[src/rtl/instr_encoder.sv]
// instr_encoder: RV32I LW/SW/R-type/BEQ field encoder and sequential instruction-memory loader.
// Optional macro ENC_IMM_CHECK_EN enables immediate range/alignment checking. Rev 1.0
`default_nettype none

module instr_encoder #(
  parameter int ADDR_W = 6
) (
  input  logic              clk,
  input  logic              reset,
  input  logic              in_valid,
  output logic              in_ready,
  input  logic [1:0]        in_kind,
  input  logic [4:0]        rd,
  input  logic [4:0]        rs1,
  input  logic [4:0]        rs2,
  input  logic [2:0]        funct3,
  input  logic              funct7b5,
  input  logic [12:0]       imm,
  output logic              mem_we,
  output logic [ADDR_W-1:0] mem_addr,
  output logic [31:0]       mem_wdata,
  output logic [ADDR_W:0]   count,
  output logic              full,
  output logic              err
);

  typedef enum logic [1:0] {
    S_IDLE  = 2'd0,
    S_WRITE = 2'd1,
    S_FULL  = 2'd2
  } state_e;

  localparam logic [1:0] KIND_LW  = 2'b00;
  localparam logic [1:0] KIND_SW  = 2'b01;
  localparam logic [1:0] KIND_R   = 2'b10;
  localparam logic [1:0] KIND_BEQ = 2'b11;

  // Value of count just before the final word commits.
  localparam logic [ADDR_W:0] LAST_COUNT = {1'b0, {ADDR_W{1'b1}}};

  state_e              state_q, state_d;
  logic [ADDR_W-1:0]   wr_ptr_q, wr_ptr_d;
  logic [ADDR_W:0]     count_q, count_d;
  logic                mem_we_q, mem_we_d;
  logic [ADDR_W-1:0]   mem_addr_q, mem_addr_d;
  logic [31:0]         mem_wdata_q, mem_wdata_d;
  logic                err_q, err_d;
  logic                full_q, full_d;

  logic [31:0]         enc_word;
  logic                legal;

  always_comb begin
    enc_word = 32'd0;
    case (in_kind)
      KIND_LW:  enc_word = {imm[11:0], rs1, 3'b010, rd, 7'b0000011};
      KIND_SW:  enc_word = {imm[11:5], rs2, rs1, 3'b010, imm[4:0], 7'b0100011};
      KIND_R:   enc_word = {1'b0, funct7b5, 5'b00000, rs2, rs1, funct3, rd, 7'b0110011};
      KIND_BEQ: enc_word = {imm[12], imm[10:5], rs2, rs1, 3'b000, imm[4:1], imm[11], 7'b1100011};
      default:  enc_word = 32'd0;
    endcase
  end

`ifdef ENC_IMM_CHECK_EN
  // LW/SW must fit a 12-bit signed value; branch targets must be halfword aligned.
  always_comb begin
    legal = 1'b1;
    case (in_kind)
      KIND_LW, KIND_SW: legal = (imm[12] == imm[11]);
      KIND_BEQ:         legal = (imm[0] == 1'b0);
      default:          legal = 1'b1;
    endcase
  end
`else
  logic unused_imm_lsb;
  assign unused_imm_lsb = imm[0];
  assign legal          = 1'b1;
`endif

  always_comb begin
    state_d     = state_q;
    wr_ptr_d    = wr_ptr_q;
    count_d     = count_q;
    mem_we_d    = 1'b0;
    mem_addr_d  = mem_addr_q;
    mem_wdata_d = mem_wdata_q;
    err_d       = 1'b0;
    full_d      = full_q;
    case (state_q)
      S_IDLE: begin
        if (in_valid) begin
          if (legal) begin
            mem_wdata_d = enc_word;
            mem_addr_d  = wr_ptr_q;
            mem_we_d    = 1'b1;
            state_d     = S_WRITE;
          end else begin
            err_d = 1'b1;
          end
        end
      end
      S_WRITE: begin
        wr_ptr_d = wr_ptr_q + ADDR_W'(1);
        count_d  = count_q + (ADDR_W + 1)'(1);
        if (count_q == LAST_COUNT) begin
          state_d = S_FULL;
          full_d  = 1'b1;
        end else begin
          state_d = S_IDLE;
        end
      end
      S_FULL: begin
        state_d = S_FULL;
      end
      default: begin
        state_d = S_IDLE;
      end
    endcase
  end

  always_ff @(posedge clk) begin
    if (reset) begin
      state_q     <= S_IDLE;
      wr_ptr_q    <= '0;
      count_q     <= '0;
      mem_we_q    <= 1'b0;
      mem_addr_q  <= '0;
      mem_wdata_q <= 32'd0;
      err_q       <= 1'b0;
      full_q      <= 1'b0;
    end else begin
      state_q     <= state_d;
      wr_ptr_q    <= wr_ptr_d;
      count_q     <= count_d;
      mem_we_q    <= mem_we_d;
      mem_addr_q  <= mem_addr_d;
      mem_wdata_q <= mem_wdata_d;
      err_q       <= err_d;
      full_q      <= full_d;
    end
  end

  assign in_ready  = (state_q == S_IDLE);
  assign mem_we    = mem_we_q;
  assign mem_addr  = mem_addr_q;
  assign mem_wdata = mem_wdata_q;
  assign count     = count_q;
  assign full      = full_q;
  assign err       = err_q;

endmodule

`default_nettype wire

[config.mk]
export PLATFORM = sky130hd
export DESIGN_NAME = instr_encoder
export DESIGN_NICKNAME = d
export VERILOG_FILES = /design/src/rtl/instr_encoder.sv
export SDC_FILE = /design/constraint.sdc
export NUM_CORES = 1
export LEC_CHECK = 0
export CORE_MARGIN = 4
export CORE_UTILIZATION = 46
export DETAILED_ROUTE_END_ITERATION = 8
export PLACE_DENSITY = 0.85
export SLEW_MARGIN = 10
export SYNTH_ARGS = -nofsm -noshare
export SYNTH_HDL_FRONTEND = slang
export SYNTH_SLANG_ARGS = --single-unit
[constraint.sdc]
create_clock -name clk -period 2.8 [get_ports clk]
set_clock_uncertainty 0.2 [all_clocks]
set_input_delay 0.7 -clock clk [delete_from_list [all_inputs] [get_ports clk]]
set_output_delay 0.7 -clock clk [all_outputs]
set_load 0.01 [all_outputs]
==> reports/results.ini, run 1 <==
[floorplanning]
die-width_um=75.6
num_rows=24
initial_core_util_pct=48.0
pin_count=86
core_sq_um=4380
die_area_sq_um=5720
die_h_um=75.6

[clock_tree]
cts_root_buffer=clkbuf_8
ctsHtreeMaxLevel=2
clk_pin_slew_worst_paths_ps=90
cts-resized-gates=0
cts.sinks=52
ctsHoldBuffers=0
clockBufferDepth=2
insertion_delay_ps=300
cts_tree=built
numCtsBuffers=5
cts_setup_buffers=0

[synthesis]
synth_edf_count=0
ys_seq_area_share_pct=49.5
synth-seq-cells=52
post-synth-top-area-fraction_pct=49.5
synthTopCellsByArea=dfxtp_1 (49%), nand2_1 (7.3%), a21oi_1 (5.9%)
synthFlopType=dfxtp_1
netlist_instances=245
synth_cell_type_count=30
syn_avg_cell_area_sq_um=8.59
ys_warn_count=0
syn-cell-area_sq_um=2100
async_reset_ff_share_pct=0
yosysTopAreaCell=dfxtp_1

[power_and_ir_drop]
switchingPower_uw=360
internal-power_uw=1110
p_clk_share_pct=29.3
comb_power_share_pct=16.8
powerDensity_nw_per_um2=486
p_seq_share_pct=53.9
p_leak_uw=0.00113
switching_share_pct=24.4
peakVddDrop_v=0.000355

[drt]
num_vias=1863
routed_wl_mm=4.87
post_drt_wl_per_cell_um=13.0
drtIter0Drc=89
drtPass1Iterations=4
drc=0
ant_nets=0
detail_route.vias_per_cell=4.98

[critical_path]
cpLargestDelayFamily=buffers and inverters
path_buf_inv=1
cp-start-kind=register
critPathMaxStageDelay_ps=580
crit_path_end=count[2]
required_ps=1900
timing.rr.start=state_q[1]
r2r_end=mem_wdata[18]
cp.arrival_ps=1340
r2r_slack_ps=1050
cp-end-kind=output port
reg2regPathDepth=4
cp_max_fo=6
critPathSlowestCell=clkdlybuf4s50_1
cp_num_cells=1
startpoint=count[2]
setup.worst_path.class=register to output port
worstPathCellList=clkdlybuf4s50_1

[timing]
finalSetupTns_ps=0
drv_slew=0
timing.final.hold_violations=0
worst_pin_slew_ps=597
timing.hold.ws_ps=254
setup_viol=0
grt_setup_unrepaired=no
min_period_ps=2240
finalCritPeriodShare_pct=80.2
slew_headroom_pct=60.2
max_freq_mhz=446

[place]
io_buffer_count=82
placed_cell_area_sq_um=2940
dp_hpwl_mm=3.54
routabilityCongestion=0.714

[global_routing]
use_met2_pct=30.8
grt_usage_pct=17.7
global_route.usage.met1_pct=19.7
grt_remaining_overflow=0
grt_pass1_wl_mm=7.71
use_met3_pct=5.67
antenna_found_initial=0
first_global_vias=1741
grt-busiest-layer=met2
grt_max_degree=47

[outcome]
status=finished, final reports clean

[final_layout]
final_layout_size_suffix_gt1_share_pct=4.35
fillers=373
syn_to_final_growth_pct=44.2
fin_area_sq_um=3030
nNetsFinal=360
final_core_util_pct=69.2
diodes=0

[worst_hold_path]
worstHoldPathType=register to register

[job]
cap_viol_max_count=0

cell type report:
type	count	area [sq um]	area share, %
well taps	52	65.1	2.14
repair buffers	88	873	28.8
clock buffers	8	90.1	2.97
multi-input cells	173	961	31.7
inverters	1	3.75	0.124
flip-flops and latches	52	1040	34.3
layout by cell type, fill, tap and decap left out, drive strengths merged:
| cell | instances |
|---|---|
| nor2b | 8 |
| nand2b | 3 |
| and4 | 2 |
| nand3b | 2 |
| a311oi | 8 |
| mux2i | 7 |
| nand2 | 41 |
| xnor2 | 2 |
| clkdlybuf4s50 | 81 |
| xor2 | 2 |
| a21oi | 25 |
| a211oi | 5 |
| nand4 | 4 |
| nand3 | 9 |
| ha | 2 |
| clkbuf | 8 |
| and3 | 1 |
| o21ai | 7 |
| mux2 | 5 |
| nor3b | 1 |
| nor2 | 31 |
| or3 | 2 |
| inv | 1 |
| or3b | 1 |
| buf | 7 |
| a211o | 1 |
| nor3 | 1 |
| conb | 3 |
| dfxtp | 52 |
flip-flops by register name, summed over array words and instances (netlist names):
signal	count
mem_wdata	29
full	1
state_q	2
wr_ptr_q	6
mem_we	1
count	7
mem_addr	6
through the flow:
step	std cells	total power (uW)	setup slack, ps
3_3_place_gp	366	1060	329
2_1_floorplan	247	925	1010
3_5_place_dp	366	1060	282
6_report	374	1470	555
5_1_grt	374	1540	498
4_1_cts	374	1490	545
cell families (layout without fill, tap and decap cells):
kind of cell             count (synthesis)  after routing  share of synthesized area, %
AO/OA/AOI/OAI                           46             46                          13.1
flip-flops                              52             52                          49.5
other                                    1              3                         0.178
buffers and inverters                   22             97                          5.47
XOR/XNOR                                 4              4                          1.66
AND/OR/NAND/NOR                        106            106                          22.9
adder cells (fa/ha/maj)                  2              2                          1.19
multiplexers                            12             12                          6.00
worst min-delay path by stage:
stage / from / endpoint / slack, ps / cells past startpoint
after floorplan: wr_ptr_q[5] / mem_addr[5] / 240 / 2
after global placement: full / full / 230 / 2
after detailed placement: full / full / 240 / 2
after CTS: mem_wdata[12] / mem_wdata[12] / 260 / 2
after global routing: mem_wdata[29] / mem_wdata[29] / 280 / 2
final: full / full / 250 / 2
cells in the mapped netlist, types with 2 or more instances:
library cell,count
clkbuf_1,3
buf_2,11
dfxtp_1,52
a211oi_1,5
o21ai_0,7
nor2b_1,8
a21oi_1,25
xor2_1,2
and4_1,2
nor2_1,31
xnor2_1,2
buf_1,2
nand2b_1,3
nand3_1,9
nand2_1,41
a311oi_1,8
nand3b_1,2
buf_4,5
mux2_1,5
or3_1,2
nand4_1,4
ha_1,2
mux2i_1,7
per-layer routing:
layer / part of all wire, % / vias to the layer above
met5: 0 / -
met4: 1.6 / 0
met3: 8.3 / 5
met2: 49 / 56
met1: 41 / 827
li1: - / 975
power groups by stage:
stage | clock network (uW) | registers, uW | logic [uW]
global placement | 0 | 811 | 245
finish | 432 | 795 | 247
detailed placement | 0 | 812 | 250
CTS | 446 | 795 | 251
floorplan | 0 | 824 | 100
global route | 471 | 800 | 270
(Power assumes the default switching activity.)
==> run 2: changes to the inputs <==
--- a/config.mk
+++ b/config.mk
@@ -6,9 +6,9 @@
 export NUM_CORES = 1
 export LEC_CHECK = 0
 export CORE_MARGIN = 4
-export CORE_UTILIZATION = 46
+export CORE_UTILIZATION = 42
 export DETAILED_ROUTE_END_ITERATION = 8
-export PLACE_DENSITY = 0.85
+export PLACE_DENSITY = 0.78
 export SLEW_MARGIN = 10
 export SYNTH_ARGS = -nofsm -noshare
 export SYNTH_HDL_FRONTEND = slang
==> constraint.sdc (replaced) <==
create_clock -name clk -period 2.1 [get_ports clk]
set_clock_uncertainty 0.2 [all_clocks]
set_input_delay 0.525 -clock clk [delete_from_list [all_inputs] [get_ports clk]]
set_output_delay 0.525 -clock clk [all_outputs]
set_load 0.01 [all_outputs]
==> reports/results.ini, run 2 (synthesis results as in run 1) <==
[outcome]
status=finished, final reports clean

[floorplanning]
die_h_um=78.8  ; +4.2%
die_area_sq_um=6210  ; +8.5%
num_rows=25  ; +4.2%
pin_count=86  ; unchanged
core_sq_um=4790  ; +9.2%
die-width_um=78.8  ; +4.2%
initial_core_util_pct=44.0  ; -4.0 points

[timing]
max_freq_mhz=496
min_period_ps=2020
timing.hold.ws_ps=253  ; -0.766 ps
setup_viol=0  ; unchanged
slew_headroom_pct=65.0  ; +4.8 points
finalSetupTns_ps=0  ; unchanged
finalCritPeriodShare_pct=96.0
timing.final.hold_violations=0  ; unchanged
drv_slew=0  ; unchanged
worst_pin_slew_ps=525  ; -72.5 ps
grt_setup_unrepaired=no

[power_and_ir_drop]
p_leak_uw=0.00119  ; +5.6%
powerDensity_nw_per_um2=661  ; +36%
peakVddDrop_v=0.000446  ; +26%

[critical_path]
timing.rr.start=state_q[0]
reg2regPathDepth=4  ; unchanged
critPathMaxStageDelay_ps=570  ; about the same
cp-start-kind=register
setup.worst_path.class=register to output port
worstPathCellList=clkdlybuf4s50_1
required_ps=1370  ; -530 ps
r2r_slack_ps=490  ; -560 ps
critPathSlowestCell=clkdlybuf4s50_1
cp.arrival_ps=1290  ; -50 ps
cpLargestDelayFamily=buffers and inverters
r2r_end=wr_ptr_q[4]
cp-end-kind=output port
cp_max_fo=6  ; unchanged
path_buf_inv=1  ; unchanged

[clock_tree]
clockBufferDepth=2  ; unchanged
numCtsBuffers=5  ; unchanged
cts.sinks=52  ; unchanged
insertion_delay_ps=300  ; about the same
cts_root_buffer=clkbuf_8
ctsHtreeMaxLevel=2  ; unchanged
clk_pin_slew_worst_paths_ps=90  ; about the same
ctsHoldBuffers=0  ; unchanged
cts_tree=built

[final_layout]
largest_reg_flops=29  ; unchanged
fillers=409  ; +9.7%
layout_common_cells=clkdlybuf4s50_1 (80), dfxtp_1 (49), nand2_1 (41)
multi_input_area_sq_um=961  ; unchanged
register_area_sq_um=1040  ; +0.36%
diodes=0  ; unchanged
final_core_util_pct=65.9  ; -3.4 points
syn_to_final_growth_pct=49.8
nNetsFinal=370  ; +2.8%
layout_commonest_cell=clkdlybuf4s50_1
final_layout_size_suffix_gt1_share_pct=8.43  ; +4.1 points
layoutNonFillerInstCount=399  ; +6.7%

[global_routing]
first_global_vias=1914  ; +9.9%
antenna_found_initial=0  ; unchanged
grt_max_degree=33  ; -30%
grt_remaining_overflow=0  ; unchanged
grt_pass1_wl_mm=8.61  ; +12%
grt_usage_pct=17.6  ; -0.077 points

[drt]
routed_wl_mm=5.18  ; +6.3%
drtIter0Drc=75  ; -16%
post_drt_wl_per_cell_um=13.0  ; -0.32%
num_vias=1942  ; +4.2%
detail_route.vias_per_cell=4.87  ; -2.3%
drtPass1Iterations=4  ; unchanged
drc=0  ; unchanged
ant_nets=0  ; unchanged

[place]
io_buffer_count=82  ; unchanged
dp_cells=391  ; +6.8%
routabilityCongestion=0.743  ; +4.0%
dp_hpwl_mm=3.90  ; +10%

[worst_hold_path]
min_from=full
hold_end=full
hold_path_depth=2  ; unchanged
worstHoldPathType=register to register

[job]
cap_viol_max_count=0  ; unchanged

==> run 2: cell types whose count changed in the layout (fill, tap and decap cells not counted) <==
cell / previous run / this run
clkdlybuf4s50_1: 81 / 80
clkinv_2: 0 / 1
bufinv_16: 0 / 1
dfxtp_1: 52 / 49
dfxtp_2: 0 / 3
clkbuf_8: 6 / 5
clkbuf_1: 2 / 1
dlymetal6s2s_1: 0 / 1
buf_4: 5 / 15
==> run 2: what timing repair did <==
item,in CTS,in global routing
setup buffers,0,0
setup endpoints to repair,1,2
gates resized for setup,2,2
==> run 2: final cells by class <==
class | instances | area share [%]
Clock buffer | 6 | 2.30
Sequential cell | 52 | 33.1
Inverter | 1 | 0.119
Clock inverter | 2 | 1.11
Timing Repair Buffer | 98 | 30.2
Tap cell | 67 | 2.66
Multi-Input combinational cell | 173 | 30.5
==> run 2: layer usage <==
layer / track usage (%) / up-vias / share of wire [%]
met2: 29.8 / 58 / 47
li1: - / 996 / -
met4: 7.34 / 0 / 1.4
met5: 0 / - / 0
met3: 7.82 / 5 / 11
met1: 19.1 / 883 / 41
==> run 2: how the worst max path moves through the flow <==
stage | startpoint | endpoint | slack (ps) | cells past startpoint
2_1_floorplan | in_valid | mem_wdata[31] | 480 | 4
3_3_place_gp | in_valid | mem_addr[5] | 4 | 5
3_5_place_dp | in_valid | mem_wdata[17] | -30 | 5
4_1_cts | state_q[1] | in_ready | 10 | 2
5_1_grt | count[1] | count[1] | 6 | 1
6_report | count[2] | count[2] | 80 | 1
==> run 2: power breakdown <==
| part | internal [uW] | leakage [uW] | total [uW] | switching (uW) |
|---|---|---|---|---|
| combinational | 198 | 0.000713 | 348 | 150 |
| sequential | 1030 | 0.000426 | 1060 | 29.4 |
| clock | 354 | 0.0000552 | 674 | 320 |
| total | 1580 | 0.00119 | 2080 | 500 |
==> run 2: metrics by stage <==
step	setup WS [ps]	power [uW]	cell area [sq um]
floorplan	484	1230	2110
global placement	4.35	1430	3040
detailed placement	-32.7	1430	3040
CTS	12.3	2100	3150
global route	6.05	2180	3150
finish	83.6	2080	3150
==> run 3: changes to the inputs <==
--- a/config.mk
+++ b/config.mk
@@ -8,7 +8,7 @@
 export CORE_MARGIN = 4
 export CORE_UTILIZATION = 42
 export DETAILED_ROUTE_END_ITERATION = 8
-export PLACE_DENSITY = 0.78
+export PLACE_DENSITY_LB_ADDON = 0.3
 export SLEW_MARGIN = 10
 export SYNTH_ARGS = -nofsm -noshare
 export SYNTH_HDL_FRONTEND = slang
==> reports/results.ini, run 3 (synthesis results as in run 1) <==
[timing]
grt_setup_unrepaired=no
setup_viol=0  ; unchanged
timing.final.hold_violations=0  ; unchanged
finalCritPeriodShare_pct=96.3  ; +0.28 points
min_period_ps=2020  ; +5.93 ps
timing.hold.ws_ps=251  ; -1.40 ps
max_freq_mhz=494  ; -0.29%
finalSetupTns_ps=0  ; unchanged
drv_slew=0  ; unchanged

[global_routing]
grt_remaining_overflow=0  ; unchanged
grt_pass1_wl_mm=8.18  ; -5.1%
antenna_found_initial=0  ; unchanged
grt_usage_pct=16.7  ; -0.90 points
first_global_vias=1782  ; -6.9%
grt_max_degree=29  ; -12%

[drt]
drc=0  ; unchanged
ant_nets=0  ; unchanged
detail_route.vias_per_cell=4.91  ; +0.86%
post_drt_wl_per_cell_um=12.6  ; -2.5%
routed_wl_mm=5.01  ; -3.2%
num_vias=1944  ; +0.10%
drtPass1Iterations=4  ; unchanged
drtIter0Drc=93  ; +24%

[clock_tree]
cts_root_buffer=clkbuf_8
ctsHtreeMaxLevel=2  ; unchanged
cts.sinks=52  ; unchanged
clk_pin_slew_worst_paths_ps=90  ; about the same
cts_tree=built
numCtsBuffers=5  ; unchanged
clockBufferDepth=2  ; unchanged
cts_setup_buffers=0  ; unchanged
insertion_delay_ps=300  ; about the same

[critical_path]
cp-end-kind=output port
cp_num_cells=1  ; unchanged
worstPathCellList=clkdlybuf4s50_1
cp_max_fo=6  ; unchanged
path_buf_inv=1  ; unchanged
timing.rr.start=count[0]
required_ps=1370  ; about the same
reg2regPathDepth=4  ; unchanged
critPathSlowestCell=clkdlybuf4s50_1
setup.worst_path.class=register to output port
crit_path_end=count[2]
startpoint=count[2]
r2r_end=count[6]
cp-start-kind=register
cp.arrival_ps=1300  ; about the same
cpLargestDelayFamily=buffers and inverters
r2r_slack_ps=530  ; +40 ps
critPathMaxStageDelay_ps=570  ; about the same

[floorplanning]
num_rows=25  ; unchanged
initial_core_util_pct=44.0  ; unchanged
core_sq_um=4790  ; unchanged
die_h_um=78.8  ; unchanged
die-width_um=78.8  ; unchanged
pin_count=86  ; unchanged
die_area_sq_um=6210  ; unchanged

[job]
cap_viol_max_count=0  ; unchanged

[final_layout]
final_layout_size_suffix_gt1_share_pct=7.29  ; -1.1 points
layout_commonest_cell=clkdlybuf4s50_1
diodes=0  ; unchanged
fillers=404  ; -1.2%
final_core_util_pct=64.8  ; -1.0 points
largest_reg_flops=29  ; unchanged
fin_area_sq_um=3100  ; -1.6%
nNetsFinal=367  ; -0.81%
layout_common_cells=clkdlybuf4s50_1 (80), dfxtp_1 (50), nand2_1 (41)
layoutNonFillerInstCount=396  ; -0.75%
syn_to_final_growth_pct=47.4

[place]
io_buffer_count=82  ; unchanged
placed_cell_area_sq_um=3000  ; -1.2%
dp_hpwl_mm=3.74  ; -4.0%
dp_cells=388  ; -0.77%
routabilityCongestion=0.770  ; +3.7%

[worst_hold_path]
worstHoldPathType=register to register

[power_and_ir_drop]
powerDensity_nw_per_um2=639  ; -3.4%
peakVddDrop_v=0.000376  ; -16%
p_leak_uw=0.00116  ; -2.5%

[outcome]
status=finished, final reports clean

[run 3: tightest hold or removal path, stage by stage (launching register included)]
cell,delay [ps]
dfxtp_1,320
inv_1,40
a21oi_1,50
[run 3: worst min path at each step]
| stage | startpoint | endpoint | slack, ps | cells after the start |
|---|---|---|---|---|
| final | full | full | 250 | 2 |
| after CTS | full | full | 250 | 2 |
| after global routing | mem_addr[3] | mem_addr[3] | 280 | 2 |
| after global placement | full | full | 240 | 2 |
| after detailed placement | full | full | 240 | 2 |
| after floorplan | wr_ptr_q[5] | mem_addr[5] | 240 | 2 |
[run 3: timing repair]
item                                    in CTS  in global routing
endpoints found under the setup margin       0                  1
hold buffers                                 0                  0
gates resized for setup                      0                  3
[run 3: area by class of cell]
class                           count  area, sq um  share of cell area [%]
Inverter                            1         3.75                   0.121
Multi-Input combinational cell    173          961                    31.0
Clock buffer                        7         86.3                    2.78
Timing Repair Buffer               95          916                    29.5
Sequential cell                    52         1040                    33.6
Tap cell                           67         83.8                    2.70
Clock inverter                      1         7.51                   0.242
[run 3: routing by layer]
layer / vias to the layer above / global-route usage, % / routed length, um
li1: 994 / - / -
met1: 877 / 18.8 / 2100
met2: 68 / 28.2 / 2350
met3: 5 / 6.58 / 482
met4: 0 / 6.82 / 72
met5: - / 0 / 0
[run 3: per-stage QoR]
| stage | worst slack [ps] | power (uW) |
|---|---|---|
| after floorplan | 484 | 1230 |
| after global placement | -18.9 | 1420 |
| after detailed placement | -25.1 | 1420 |
| after CTS | 10.9 | 2010 |
| after global routing | 15.3 | 2090 |
| final | 77.7 | 1980 |
[run 3: power breakdown]
group          leakage [uW]  switching [uW]  total [uW]  internal (uW)
logic              0.000694             147         339            192
clock network     0.0000445             314         582            268
registers          0.000426            28.1        1060           1030
